File: src/rtl/rifl_tx_arbiter.sv
// Packet-granular round-robin arbiter sharing the RIFL TX user stream among N_SRC sources.
// Define RIFL_TX_ARB_STATS_EN to add per-source packet counters and a stall counter.
module rifl_tx_arbiter #(
  parameter int N_SRC    = 4,
  parameter int DWIDTH   = 256,
  parameter int ID_WIDTH = $clog2(N_SRC)
) (
  input  logic                      tx_frame_clk,
  input  logic                      tx_frame_rst,
  input  logic [N_SRC*DWIDTH-1:0]   s_axis_tdata,
  input  logic [N_SRC*DWIDTH/8-1:0] s_axis_tkeep,
  input  logic [N_SRC-1:0]          s_axis_tlast,
  input  logic [N_SRC-1:0]          s_axis_tvalid,
  output logic [N_SRC-1:0]          s_axis_tready,
  output logic [DWIDTH-1:0]         m_axis_tdata,
  output logic [DWIDTH/8-1:0]       m_axis_tkeep,
  output logic                      m_axis_tlast,
  output logic                      m_axis_tvalid,
  input  logic                      m_axis_tready,
  input  logic                      link_up,
  input  logic                      pause,
  output logic [ID_WIDTH-1:0]       grant_id,
  output logic                      busy
`ifdef RIFL_TX_ARB_STATS_EN
  ,
  output logic [N_SRC*32-1:0]       pkt_cnt,
  output logic [31:0]               stall_cnt
`endif
);

  typedef enum logic [0:0] {IDLE = 1'b0, XFER = 1'b1} state_t;

  state_t              state_q, state_d;
  logic [ID_WIDTH-1:0] rr_q, rr_d, grant_q, grant_d;
  logic                busy_q, busy_d;

  logic [DWIDTH-1:0]   src_tdata_s [N_SRC];
  logic [DWIDTH/8-1:0] src_tkeep_s [N_SRC];
  logic                xfer_s, eop_s, gate_s, arb_found_s;
  logic [ID_WIDTH-1:0] grant_inc_s, arb_ptr_s, arb_sel_s;
  logic [N_SRC-1:0]    arb_req_s, grant_oh_s;
  logic [ID_WIDTH:0]   idx_s;

  for (genvar k = 0; k < N_SRC; k++) begin : g_unpack
    assign src_tdata_s[k] = s_axis_tdata[k*DWIDTH +: DWIDTH];
    assign src_tkeep_s[k] = s_axis_tkeep[k*(DWIDTH/8) +: DWIDTH/8];
  end

  assign xfer_s      = (state_q == XFER);
  assign grant_oh_s  = {{(N_SRC-1){1'b0}}, 1'b1} << grant_q;
  assign grant_inc_s = (grant_q == ID_WIDTH'(N_SRC-1)) ? {ID_WIDTH{1'b0}} : grant_q + ID_WIDTH'(1);
  assign gate_s      = link_up & ~pause;
  assign eop_s       = xfer_s & m_axis_tvalid & m_axis_tready & m_axis_tlast;
  // While a packet ends, the next search skips its owner and starts just after it.
  assign arb_ptr_s   = xfer_s ? grant_inc_s : rr_q;
  assign arb_req_s   = xfer_s ? (s_axis_tvalid & ~grant_oh_s) : s_axis_tvalid;
  assign grant_id    = grant_q;
  assign busy        = busy_q;

  // Zero-latency forwarding of the granted source while a packet is locked.
  always_comb begin
    if (xfer_s) begin
      m_axis_tdata  = src_tdata_s[grant_q];
      m_axis_tkeep  = src_tkeep_s[grant_q];
      m_axis_tlast  = s_axis_tlast[grant_q];
      m_axis_tvalid = s_axis_tvalid[grant_q];
      s_axis_tready = grant_oh_s & {N_SRC{m_axis_tready}};
    end else begin
      m_axis_tdata  = {DWIDTH{1'b0}};
      m_axis_tkeep  = {(DWIDTH/8){1'b0}};
      m_axis_tlast  = 1'b0;
      m_axis_tvalid = 1'b0;
      s_axis_tready = {N_SRC{1'b0}};
    end
  end

  // Round-robin search: first requester at or after arb_ptr_s, modulo N_SRC.
  always_comb begin
    arb_found_s = 1'b0;
    arb_sel_s   = {ID_WIDTH{1'b0}};
    idx_s       = {(ID_WIDTH+1){1'b0}};
    for (int i = 0; i < N_SRC; i++) begin
      idx_s = {1'b0, arb_ptr_s} + (ID_WIDTH+1)'(i);
      if (idx_s >= (ID_WIDTH+1)'(N_SRC)) begin
        idx_s = idx_s - (ID_WIDTH+1)'(N_SRC);
      end else begin
        idx_s = idx_s;
      end
      if (!arb_found_s && arb_req_s[idx_s[ID_WIDTH-1:0]]) begin
        arb_found_s = 1'b1;
        arb_sel_s   = idx_s[ID_WIDTH-1:0];
      end else begin
        arb_sel_s   = arb_sel_s;
      end
    end
  end

  // Next-state logic for grant, pointer and packet lock.
  always_comb begin
    state_d = state_q;
    rr_d    = rr_q;
    grant_d = grant_q;
    busy_d  = busy_q;
    case (state_q)
      IDLE: begin
        if (gate_s && arb_found_s) begin
          grant_d = arb_sel_s;
          busy_d  = 1'b1;
          state_d = XFER;
        end else begin
          state_d = IDLE;
        end
      end
      XFER: begin
        if (eop_s) begin
          rr_d = grant_inc_s;
          if (gate_s && arb_found_s) begin
            grant_d = arb_sel_s;
          end else begin
            busy_d  = 1'b0;
            state_d = IDLE;
          end
        end else begin
          state_d = XFER;
        end
      end
      default: begin
        busy_d  = 1'b0;
        state_d = IDLE;
      end
    endcase
  end

  // Arbiter state registers.
  always_ff @(posedge tx_frame_clk) begin
    if (tx_frame_rst) begin
      state_q <= IDLE;
      rr_q    <= {ID_WIDTH{1'b0}};
      grant_q <= {ID_WIDTH{1'b0}};
      busy_q  <= 1'b0;
    end else begin
      state_q <= state_d;
      rr_q    <= rr_d;
      grant_q <= grant_d;
      busy_q  <= busy_d;
    end
  end

`ifdef RIFL_TX_ARB_STATS_EN
  logic [N_SRC*32-1:0] pkt_cnt_q, pkt_cnt_d;
  logic [31:0]         stall_cnt_q, stall_cnt_d;

  // Completed-packet and back-pressure counters; both wrap naturally.
  always_comb begin
    pkt_cnt_d = pkt_cnt_q;
    for (int k = 0; k < N_SRC; k++) begin
      if (eop_s && (grant_q == ID_WIDTH'(k))) begin
        pkt_cnt_d[k*32 +: 32] = pkt_cnt_q[k*32 +: 32] + 32'd1;
      end else begin
        pkt_cnt_d[k*32 +: 32] = pkt_cnt_q[k*32 +: 32];
      end
    end
    if (xfer_s && m_axis_tvalid && !m_axis_tready) begin
      stall_cnt_d = stall_cnt_q + 32'd1;
    end else begin
      stall_cnt_d = stall_cnt_q;
    end
  end

  // Statistics registers.
  always_ff @(posedge tx_frame_clk) begin
    if (tx_frame_rst) begin
      pkt_cnt_q   <= {(N_SRC*32){1'b0}};
      stall_cnt_q <= 32'd0;
    end else begin
      pkt_cnt_q   <= pkt_cnt_d;
      stall_cnt_q <= stall_cnt_d;
    end
  end

  assign pkt_cnt   = pkt_cnt_q;
  assign stall_cnt = stall_cnt_q;
`endif

endmodule

File: config.mk
export PLATFORM = sky130hd
export DESIGN_NAME = rifl_tx_arbiter
export DESIGN_NICKNAME = d
export VERILOG_FILES = /design/src/rtl/rifl_tx_arbiter.sv
export SDC_FILE = /design/constraint.sdc
export NUM_CORES = 1
export LEC_CHECK = 0
export ABC_AREA = 1
export CAP_MARGIN = 0
export CORE_AREA = 4 4 560 562
export CTS_CLUSTER_DIAMETER = 50
export CTS_CLUSTER_SIZE = 8
export DETAILED_ROUTE_END_ITERATION = 10
export DIE_AREA = 0 0 564 566
export HOLD_SLACK_MARGIN = 0.12
export PLACE_DENSITY = 0.3
export SETUP_SLACK_MARGIN = 0.1
export SLEW_MARGIN = 20
export SYNTH_ARGS = -nofsm -noshare
export SYNTH_HDL_FRONTEND = slang
export SYNTH_SLANG_ARGS = --single-unit
File: constraint.sdc
create_clock -name tx_frame_clk -period 7.1 [get_ports tx_frame_clk]
set_input_delay 1.775 -clock tx_frame_clk [delete_from_list [all_inputs] [get_ports tx_frame_clk]]
set_output_delay 1.775 -clock tx_frame_clk [all_outputs]
set_load 0.01 [all_outputs]
==> Yosys cells after proc, flatten, opt, wreduce, memory -nomap -nowiden <==
Index checks and enable logic that the tools add are counted.
{ "op_classes": {"n_addsub": 8, "order_cmp": 10, "eq_ne": 4, "n_shift": 1, "muxes": 48, "bitwise": 10, "n_reduce_logical": 9} }
{ "op_table": {"columns": ["op", "n"], "rows": [
  ["256-bit two-way mux", 3],
  ["256-bit binary-select mux with 2-bit select", 1],
  ["32-bit two-way mux", 3],
  ["32-bit binary-select mux with 2-bit select", 1],
  ["2-bit two-way mux", 12],
  ["1-bit two-way mux", 17],
  ["2-bit by 3-bit less-than comparator with 1-bit output (second input constant)", 5],
  ["1-bit binary-select mux with 2-bit select", 6],
  ["3-bit >= comparator (second input constant)", 4],
  ["4-bit AND", 2],
  ["4-bit two-way mux", 2],
  ["2-bit by 1-bit subtractor with 2-bit output (second input constant)", 4],
  ["2-bit by 2-bit adder with 3-bit output (second input constant)", 2],
  ["1-bit AND", 4],
  ["1-bit logical AND", 4],
  ["2-bit inequality test (second input constant)", 2],
  ["4-bit inverter", 1],
  ["1-bit one-hot mux with 2 select lines", 2],
  ["2-bit one-hot mux with 2 select lines", 1],
  ["1-bit by 2-bit << shifter with 4-bit output (first input constant)", 1],
  ["2-bit by 1-bit adder with 3-bit output (second input constant)", 1],
  ["2-bit by 3-bit >= comparator with 1-bit output (second input constant)", 1],
  ["1-bit zero test", 3],
  ["2-bit inverter with 3-bit output", 1],
  ["other kinds (6)", 7]
]} }
{ "word_totals": {"register_bits": 6, "inputBits": 1165, "out_inout_bits": 297, "word_cells": 94} }

==> Logic depth before layout (Yosys ltp) <==
Gate-level depths: netlist of run 1.
{ "logic_depth": {"depth_word": 21, "ltp_mapped": 19, "depth_no_buf": 15} }

==> Worst setup path after synthesis of run 1 <==
Ideal clock, no wire load.
{ "synth_path": {"kind": "input to output", "start": "input port s_axis_tlast[1]", "end": "output port m_axis_tlast", "t_arrival_ps": 2256, "t_required_ps": 5325, "setup_slack_ps": 3069, "path_stages": 4, "path_buffers": 0, "path_cell_list": "nand2_1 a32oi_2 inv_1 nor2_1"} }
{ "synth_via": {"elab_chain_cells": 3} }
{ "synth_rtl": {"columns": ["element", "line_no", "text"], "rows": [
  ["start, declared", "12", "input logic [N_SRC-1:0] s_axis_tlast,"],
  ["1-bit binary-select mux with 2-bit select", "65", "m_axis_tlast = s_axis_tlast[grant_q];"],
  ["1-bit two-way mux (not written as such)", "65", null],
  ["1-bit two-way mux", "62", "if (xfer_s) begin"],
  ["end, declared", "17", "output logic m_axis_tlast,"]
]} }
No other way between the ends. The select of a mux whose other input is x is not followed.

==> Worst setup path in the final report of run 1 <==
{ "layout_path": {"start": "input port s_axis_tdata[7]", "end": "output port m_axis_tdata[7]"} }
{ "layout_via": {"elab_chain_cells": 4} }
{ "layout_rtl": {"columns": ["element", "line_no", "text"], "rows": [
  ["start, declared", "10", "input logic [N_SRC*DWIDTH-1:0] s_axis_tdata,"],
  ["256-bit binary-select mux with 2-bit select", "63", "m_axis_tdata = src_tdata_s[grant_q];"],
  ["256-bit two-way mux (not written as such) (2 in a row)", "63", null],
  ["256-bit two-way mux", "62", null],
  ["end, declared", "15", "output logic [DWIDTH-1:0] m_axis_tdata,"]
]} }
No other way between the ends. The select of a mux whose other input is x is not followed.

==> metrics.yaml, run 1 <==
cts:
  cts_buffers: 3
  cts_root_buf: "clkbuf_16"
  clock_path_buffers: 2
  clock-sinks: 6
  clk_latency_ns: 0.23
  htree_levels: 1
  post-cts-setup-buffer-count: 0
  clk_pin_slew_worst_paths_ns: 0.04
  cts_tree: "yes"
  ctsHoldBuffers: 0
  ctsResizeCount: 0
run_status:
  status: "finished clean"
sta:
  hold_viol: 0
  layout_setup_ws_ns: 1.07
  fin_crit_ns: 6.03
  relSlewSlack_pct: 12.3
  holdWs_ns: 0.488
  fin_setup_tns_ns: 0
  rsz0062_at_grt: "false"
  period_share_pct: 84.9
  drv_slew: 0
  fmax_mhz: 166
  skew_ns: 0.000455
  tightest_slew_ns: 1.30
  finalSetupViolCount: 0
placement:
  port_buffers: 1461
  globalplace.congestion: 0.950
  place_ws_ns: 1.03
  place_inst: 7812
  dp_hpwl_mm: 211
finish:
  layout.nets: 4866
  final_layout_size_suffix_gt1_share_pct: 2.62
  layout-area-overhead-vs-synth_pct: 188
  final_cells: 7866
synth:
  synthTopCellsByCount: "nor2_1, o21ai_0, a21oi_1"
  netlist-cell-type-count: 23
  synth_ff_type: "dfxtp_1"
  ys_ff_latch: 6
  syn_area_per_cell_um2: 4.38
  synthArstFlopShare_pct: 0
  synth_most_common_cell: "nor2_1"
  synth.top_cells.by_area: "nor2_1, o21ai_0, a21oi_1"
  synth_top_area_share_pct: 41.6
  yosysWarnings: 0
  synthCells: 2396
  synth-edff-count: 0
  synth_area_um2: 10500
  seq_area_frac_synth_pct: 1.15
  yosysTopAreaCell: "nor2_1"
  syn_nets: 3565
floorplanning:
  initial_utilization_pct: 3.40
  core_um2: 308000
  dieWidth_um: 564
  rows: 204
  pin_count: 1462
  die_y_um: 566
  die_area_um2: 319000
global_route:
  grt_pass1_wl_mm: 284
  track_usage_pct: 13.8
  grt_max_degree: 131
  grt_pass1_vias: 23100
  grt_overflow: 0
  antenna_found_initial: 299
routing:
  via_per_inst: 2.99
  wire_per_inst_um: 29.8
  drt_wl_total_mm: 234
  drt_iter0_drc: 1734
  dr.pass1.iters: 6
  route.detailed.drc: 0
  ant_nets: 0
  vias: 23500
critical_path:
  crit_path_end_kind: "output pin"
  arrival_ns: 4.26
  cp_max_fo: 1
  cp-startpoint: "s_axis_tdata[7]"
  r2r_slack_ns: 3.73
  crit_path_start_kind: "primary input"
  reg2reg_from: "grant_id[0]"
  worstPathRequired_ns: 5.33
  crit_type: "primary input to output pin"
worst_hold_path:
  min_from: "rr_q[0]"
  hold_path_class: "register to register"
pwr:
  p_leak_nw: 9.82
  total_power_mw: 2.58
  peakVddDrop_mv: 0.0560
  p_per_area_nw_per_um2: 85.3
flow_run:
  maxCapViolCount: 0
==> power breakdown <==
group | internal, mW | total [mW] | leakage, nW | switching, mW
clock | 0.0749 | 0.0980 | 0.0385 | 0.0231
combinational | 1.10 | 2.42 | 9.73 | 1.32
sequential | 0.0368 | 0.0547 | 0.0505 | 0.0180
total | 1.21 | 2.58 | 9.82 | 1.36
==> cells in the final DEF (no fill, tap or decap) <==
cell / instances
nand3_2: 3
nor2_2: 2
nand4_1: 2
o21ai_0: 548
o21ai_2: 9
buf_6: 1
clkdlybuf4s50_1: 1461
inv_8: 2
a32oi_2: 1
diode_2: 50
nand3_1: 19
a21oi_1: 295
ha_1: 4
clkbuf_16: 3
nand2_2: 7
clkinv_16: 1
buf_4: 48
inv_1: 19
inv_2: 1
nor2_4: 2
buf_12: 15
dfxtp_1: 4
clkbuf_1: 1
nand2_1: 58
o21ai_1: 26
nor2_1: 1162
dfxtp_4: 2
==> final cells by class <==
type | instances | area, um^2
tap | 4120 | 5150
antenna | 50 | 125
multi-input combinational | 2138 | 9290
inverter | 23 | 128
fill | 36700 | 278000
clock buffer | 4 | 78.8
sequential | 6 | 128
timing repair buffer | 1525 | 15300
==> final timing paths <==
check,endpoint,cells after the start
worst max-delay path,m_axis_tdata[7],6
worst min-delay path,rr_q[0],2
worst max register to register,grant_id[0],16
worst min register to register,rr_q[0],2
==> sequential cells by signal (all words and copies together), names as in the netlist <==
register,cells
state_q,1
grant_id,2
busy,1
rr_q,2
==> worst max-delay path: stages <==
cell	delay [ns]
clkdlybuf4s50_1	0.48
nor2_1	0.05
nor2_1	0.79
o21ai_0	0.22
a21oi_1	0.32
clkdlybuf4s50_1	0.61
==> per-stage QoR <==
stage	area, um^2	utilization [%]
global placement	30000	9.72
global route	30100	9.77
floorplan	10500	-
CTS	30100	9.75
detailed placement	30000	9.73
finish	30200	9.79
==> cells by family after synthesis <==
group | after synthesis | synth area share [%]
buffers and inverters | 252 | 10.6
AO/OA/AOI/OAI | 879 | 42.1
flip-flops | 6 | 1.15
adder cells (fa/ha/maj) | 4 | 0.477
AND/OR/NAND/NOR | 1255 | 45.7
==> metal layers <==
layer	share of wire, %	GRT usage (%)	vias to the layer above
met3	14	8.43	488
li1	-	-	10500
met5	0.74	0	-
met2	44	22.3	1512
met1	40	16.1	10700
met4	1.7	1.20	266
Power figures use the tool's default switching activity.
==> inputs of run 2 (changes only) <==
--- a/config.mk
+++ b/config.mk
@@ -7,11 +7,11 @@
 export LEC_CHECK = 0
 export ABC_AREA = 1
 export CAP_MARGIN = 0
-export CORE_AREA = 4 4 560 562
+export CORE_AREA = 4 4 565 567
 export CTS_CLUSTER_DIAMETER = 50
 export CTS_CLUSTER_SIZE = 8
 export DETAILED_ROUTE_END_ITERATION = 10
-export DIE_AREA = 0 0 564 566
+export DIE_AREA = 0 0 569 571
 export HOLD_SLACK_MARGIN = 0.12
 export PLACE_DENSITY = 0.3
 export SETUP_SLACK_MARGIN = 0.1
==> constraint.sdc (replaced) <==
create_clock -name tx_frame_clk -period 6.3 [get_ports tx_frame_clk]
set_input_delay 1.575 -clock tx_frame_clk [delete_from_list [all_inputs] [get_ports tx_frame_clk]]
set_output_delay 1.575 -clock tx_frame_clk [all_outputs]
set_load 0.01 [all_outputs]
==> metrics.yaml, run 2 (synthesized netlist as in run 1, its figures left out) <==
run_status:
  status: "finished clean"
sta:
  drv_slew: 0
  period_share_pct: 87.5
  finalSetupViolCount: 0
  fin_setup_tns_ns: 0
  fin_crit_ns: 5.51
  relSlewSlack_pct: 20.8
  fmax_mhz: 181
  tightest_slew_ns: 1.18
  hold_viol: 0
  skew_ns: 0.00173
  rsz0062_at_grt: "false"
critical_path:
  crit_type: "primary input to output pin"
  cp_max_fo: 1
  cpMaxStageDelayCell: "clkdlybuf4s50_1"
  max_stage_delay_ns: 0.61
  crit_path_start_kind: "primary input"
  crit_path_end_kind: "output pin"
  worstPathRequired_ns: 4.72
  crit_chain: "clkdlybuf4s50_1 -> nor2_1 -> nor2_1 -> o21ai_0 -> a21oi_1 -> clkdlybuf4s50_1"
  arrival_ns: 3.94
finish:
  layout-area-overhead-vs-synth_pct: 191
  utilization_pct: 9.72
  stdcell_area_um2: 30500
  layout_common_cells: "clkdlybuf4s50_1, nor2_1, o21ai_0"
  final_common_cell: "clkdlybuf4s50_1"
  layout.nets: 4908
  final_layout_size_suffix_gt1_share_pct: 3.75
  fillers: 37100
routing:
  ant_nets: 0
  wl_met3_mm: 31.4
  via_per_inst: 3.01
  wire_per_inst_um: 30.6
  drt_wl_total_mm: 242
  vias: 23900
  dr_wl_met2_mm: 104
  wl_met1_mm: 99.4
  routed.top_layer: "met5"
  drt_iter0_drc: 1719
  dr.pass1.iters: 5
  route.detailed.drc: 0
pwr:
  p_leak_nw: 10.0
  peakVddDrop_mv: 0.0637
  p_per_area_nw_per_um2: 98.4
global_route:
  grt_overflow: 0
  antenna_found_initial: 268
  grt_pass1_vias: 23500
  grt_pass1_wl_mm: 292
  grt_max_degree: 127
  track_usage_pct: 14.0
cts:
  clk_pin_slew_worst_paths_ns: 0.03
  htree_levels: 1
  ctsResizeCount: 0
  cts_buffers: 3
  post-cts-setup-buffer-count: 0
  clk_latency_ns: 0.23
  cts_root_buf: "clkbuf_16"
  clock-sinks: 6
  clock_path_buffers: 2
  ctsHoldBuffers: 0
  cts_tree: "yes"
floorplanning:
  die_y_um: 571
  pin_count: 1462
  core_um2: 314000
  rows: 206
  die_area_um2: 325000
  dieWidth_um: 569
  initial_utilization_pct: 3.34
placement:
  dp_hpwl_mm: 217
  port_buffers: 1461
  dpl_cell_area_um2: 30400
  globalplace.congestion: 0.951
flow_run:
  maxCapViolCount: 0
worst_hold_path:
  hold_path_class: "register to register"
[run 2: final timing paths]
kind	from	slack [ns]	cells past startpoint	end
setup / recovery	s_axis_tdata[632]	0.79	6	m_axis_tdata[120]
hold / removal	rr_q[1]	0.47	2	rr_q[1]
setup reg to reg	grant_id[0]	2.66	16	grant_id[0]
hold reg to reg	rr_q[1]	0.47	2	rr_q[1]
[run 2: per-layer routing]
layer	vias to the layer above	global-route usage, %
met5	-	0
met4	228	1.71
met3	455	7.71
met2	1493	22.3
met1	11100	17.0
li1	10600	-
[run 2: cell type report]
type                            instances  area [um^2]  area share (%)
Clock buffer                            4         78.8           0.258
Inverter                               23          128           0.418
Tap cell                             4160         5200            17.0
Multi-Input combinational cell       2138         9290            30.4
Sequential cell                         6          128           0.418
Antenna cell                           31         77.6           0.254
Timing Repair Buffer                 1567        15600            51.2
[run 2: stage by stage]
stage               cells  total power, mW  setup slack, ns  hold WS [ns]
finish               7929             3.00            0.787         0.473
global route         7904             3.23            0.758         0.503
CTS                  7898             3.08            0.735         0.468
detailed placement   7894             2.96            0.747         0.462
global placement     7892             2.96            0.209         0.456
floorplan            2396             1.04             2.67         0.443
[run 2: critical path, delay by kind of cell]
family | cells | cell delay (ns)
compound gates | 2 | 0.69
buf+inv | 2 | 1.21
simple gates | 2 | 0.45
[run 2: where the power goes]
part           internal [mW]  switching, mW  total (mW)
logic                   1.27           1.56        2.83
clock network         0.0842         0.0247       0.109
registers             0.0415         0.0229      0.0643
==> inputs of run 3 (changes only) <==
--- a/config.mk
+++ b/config.mk
@@ -8,7 +8,6 @@
 export ABC_AREA = 1
 export CAP_MARGIN = 0
 export CORE_AREA = 4 4 565 567
-export CTS_CLUSTER_DIAMETER = 50
 export CTS_CLUSTER_SIZE = 8
 export DETAILED_ROUTE_END_ITERATION = 10
 export DIE_AREA = 0 0 569 571
==> results of run 3 <==
No change in the layout: final DEF, timing and power equal those of run 2.
